--- src/rtl/round.sv ---
// Lap tracker for a circular FIFO: one state bit records whether the write
// pointer has wrapped once more than the read pointer, resolving full vs empty.
module round #(
  parameter int BufferWidth = 4
) (
  input  logic                   clk,
  input  logic                   rst,
  input  logic                   Push,
  input  logic                   Pop,
  input  logic [BufferWidth-1:0] W_Addr,
  input  logic [BufferWidth-1:0] R_Addr,
  output logic                   Round,
  output logic                   Full,
  output logic                   Empty
);

  localparam logic [BufferWidth-1:0] LAST = '1;

  logic r_round;
  logic w_same_addr;
  logic w_wr_ok;
  logic w_rd_ok;
  logic w_wr_wrap;
  logic w_rd_wrap;

  // Flags use the pre-edge lap bit, so a pop never frees room for a push in the same cycle.
  assign w_same_addr = (W_Addr == R_Addr);
  assign Full        = r_round & w_same_addr;
  assign Empty       = ~r_round & w_same_addr;
  assign w_wr_ok     = Push & ~Full;
  assign w_rd_ok     = Pop & ~Empty;
  assign w_wr_wrap   = w_wr_ok & (W_Addr == LAST);
  assign w_rd_wrap   = w_rd_ok & (R_Addr == LAST);

  // NOTE: state registers use non-blocking assignments so every flop samples pre-edge values.
  always_ff @(posedge clk) begin
    if (rst) r_round <= 1'b0;
    else     r_round <= r_round ^ w_wr_wrap ^ w_rd_wrap;
  end

  assign Round = r_round;

endmodule

--- config.mk ---
export PLATFORM = sky130hd
export DESIGN_NAME = round
export DESIGN_NICKNAME = d
export VERILOG_FILES = /design/src/rtl/round.sv
export SDC_FILE = /design/constraint.sdc
export NUM_CORES = 1
export LEC_CHECK = 0
export CAP_MARGIN = 10
export CORE_AREA = 2 2 39 41
export CTS_CLUSTER_SIZE = 14
export DETAILED_ROUTE_END_ITERATION = 7
export DIE_AREA = 0 0 41 43
export PLACE_DENSITY_LB_ADDON = 0.25
export SYNTH_ARGS = -nofsm -noshare
export SYNTH_HDL_FRONTEND = slang
export SYNTH_SLANG_ARGS = --single-unit
--- constraint.sdc ---
create_clock -name clk -period 2.7 [get_ports clk]
set_clock_uncertainty 0.2 [all_clocks]
set_input_delay 0.54 -clock clk [delete_from_list [all_inputs] [get_ports clk]]
set_output_delay 0.54 -clock clk [all_outputs]
set_load 0.005 [all_outputs]
==> impl_metrics.csv <==
group,metric,value,unit
detailed_routing,route.detailed.wl_per_inst,8.688,um
worst_setup_path,start_point_of_the_critical_path,"W_Addr[3]",
finish,fillers,147,
detailed_routing,drt_pre_antenna_iters,4,
finish,flow.area_growth_from_synthesis,128.0,%
pwr,pwr-share-clk,0,
grt,wire_length_of_the_first_global_routing_pass,738,um
worst_setup_path,worst-r2r-setup-slack,1700,ps
pwr,p_leak,0.0001254,uW
finish,register_area,20.02,um2
floorplan,chipHeight,43,um
timing,timing.final.setup_violations,0,
grt,grt_start_max_net_pins,6,
grt,grt_pass1_vias,181,
clocking,post_cts_hold_buffer_count,0,
clocking,clk_pin_slew,0,ps
placement,routability_congestion_estimate_from_global_placement,0.5491,
worst_setup_path,critPathCaptureType,"output pin",
yosys,synth-seq-area-share,0.1495,
pwr,report.power.total,50.78,uW
floorplan,row_count,14,
timing,min_hold_slack,329.3,ps
yosys,mappedNetlistArea,133.9,um2
run_status,run_status,"completed",
worst_setup_path,path_max_fanout,3,
yosys,ff_latch_count_synth,1,
pwr,p_sw,12.47,uW
worst_setup_path,r2r.worst_path.cells,2,
detailed_routing,route.antenna.remaining_nets,0,
detailed_routing,num_vias,191,
hold_path,hold-path-cell-count,1,
yosys,yosys_warnings,0,
hold_path,worst_hold_path_type,"flop to flop",
grt,grt_overflow,0,
placement,placement.cell_area,309.0,um2
yosys,post_synth.cell_area_avg,8.367,um2
placement,place.port_buffers,14,
floorplan,ioPinCount,15,
worst_setup_path,worst_ep_required_time,1960,ps
pwr,power.density,166.3,nW/um2
finish,fin_area,305.3,um2
finish,finalCoreUtilization,0.2206,
timing,max_slew.worst_pin.slew,295.1,ps
timing,slew_headroom,0.8016,
yosys,netlist_instances,16,
timing,timing.final.hold_violations,0,
flow_run,timing.max_cap.violations,0,
clocking,clock_latency,0,ps
hold_path,min_delay_worst_endpoint,"Round$_SDFF_PP0_",
worst_setup_path,reg2reg_to,"Round$_SDFF_PP0_",
pwr,p_int,38.31,uW
pwr,share_comb_of_total_power,0.675,
floorplan,die_area,1763,um2
floorplan,placeableCoreArea,1384,um2
timing,setup_repair_after_global_routing_missed_its_margin,"no",
timing,max_freq,0.3809,GHz
yosys,synth.distinct_cells,12,
detailed_routing,detail_route.wirelength,417,um
timing,fin_crit,2625,ps
grt,grtUsageTotal,0.05495,
pwr,ir_worst_vdd,0.00006159,V
worst_setup_path,critPathArrivalTime,1890,ps
finish,layout-drive-gt1-share,0.1563,
worst_setup_path,r2r_start,"Round$_SDFF_PP0_",
pwr,power_frac_seq,0.325,
timing,timing_max_transition_violations_final,0,
grt,antenna_found_initial,0,
worst_setup_path,critical_path.startpoint_type,"input pin",
floorplan,die_w,41,um
detailed_routing,vias_per_cell,3.979,
finish,insertedDiodeCount,0,
finish,finalNetCount,46,
finish,multiInputGateArea,113.9,um2
finish,largest_register_ff_count,1,
finish,layout_commonest_cell,"sky130_fd_sc_hd__clkdlybuf4s50_1",
hold_path,holdCritStartpoint,"Round$_SDFF_PP0_",
worst_setup_path,timing_worst_setup_path_type,"input pin to output pin",
pwr,proportion_of_total_power_due_to_net_switching,0.2456,
yosys,postSynthNetCount,28,
finish,most-common-layout-cells,"sky130_fd_sc_hd__clkdlybuf4s50_1 (11), sky130_fd_sc_hd__xor2_1 (4), sky130_fd_sc_hd__nand3_1 (2), sky130_fd_sc_hd__buf_4 (2)",
detailed_routing,dr.first_iter.drc_count,1,
timing,final_min_period_over_clock_period,0.9724,
floorplan,floorplan.initialDensity,0.09674,
detailed_routing,drc,0,
==> critical path: stages <==
cell	delay, ps
sky130_fd_sc_hd__clkdlybuf4s50_1	430
sky130_fd_sc_hd__xor2_1	180
sky130_fd_sc_hd__nor4_2	340
sky130_fd_sc_hd__nor2b_1	160
sky130_fd_sc_hd__dlygate4sd2_1	230
==> cells in the mapped netlist, drive strengths merged <==
library cell | n | area, um2
or3 | 1 | 6.260
a31oi | 1 | 6.260
dfxtp | 1 | 20.02
nor2b | 1 | 6.260
nand3 | 2 | 10.01
xor2 | 4 | 35.03
o22ai | 1 | 6.260
and2 | 1 | 6.260
nand2 | 1 | 3.750
a221oi | 1 | 15.01
and3 | 1 | 6.260
nor4 | 1 | 12.51
==> layer usage <==
metal  vias up  GRT usage  part of all wire
met4         0          0                 0
met5         -          0                 0
met3         0          0              0.19
met2        16    0.09063              0.39
li1         93          -                 -
met1        82    0.08228              0.42
==> layout make-up <==
type | count | share of cell area
Sequential cell | 1 | 0.06557
Tap cell | 16 | 0.06557
Timing Repair Buffer | 16 | 0.4959
Multi-Input combinational cell | 15 | 0.3729
==> repair_timing <==
action | in CTS | in global routing
pin swaps | 2 | 2
buffers inserted | 0 | 0
endpoints found under the setup margin | 2 | 2
resized for setup | 2 | 3
==> stage by stage <==
stage                     setup WS (ps)  TNS [ps]  std cells
after floorplan                   754.7         0         16
after global placement           -170.6    -335.4         48
after detailed placement         -223.8    -447.4         48
after CTS                         44.20         0         48
after global routing              2.776         0         48
final                             74.59         0         48
==> worst max-delay path by stage <==
| stage | endpoint | slack, ps | cells past startpoint |
|---|---|---|---|
| 2_1_floorplan | Empty | 750 | 3 |
| 3_3_place_gp | Empty | -170 | 5 |
| 3_5_place_dp | Full | -220 | 5 |
| 4_1_cts | Full | 40 | 5 |
| 5_1_grt | Empty | 3 | 5 |
| 6_report | Empty | 70 | 5 |
==> power by group through the flow <==
stage,Clock (uW),Sequential (uW),Combinational (uW)
final,0,16.5,34.3
after global routing,0,16.6,37.6
after CTS,0,16.5,34.9
after detailed placement,0,16.5,35.2
after global placement,0,16.4,34.8
after floorplan,0,16.4,9.94
==> cell families (layout without fill, tap and decap cells) <==
family                 Yosys count  in the layout  share of synthesized area
AND/OR/NAND/NOR                  8              8                     0.3833
XOR/XNOR                         4              4                     0.2617
AO/OA/AOI/OAI                    3              3                     0.2056
flip-flops                       1              1                     0.1495
buffers and inverters            0             16                          0
No activity file was read; power rests on OpenSTA's default activity.
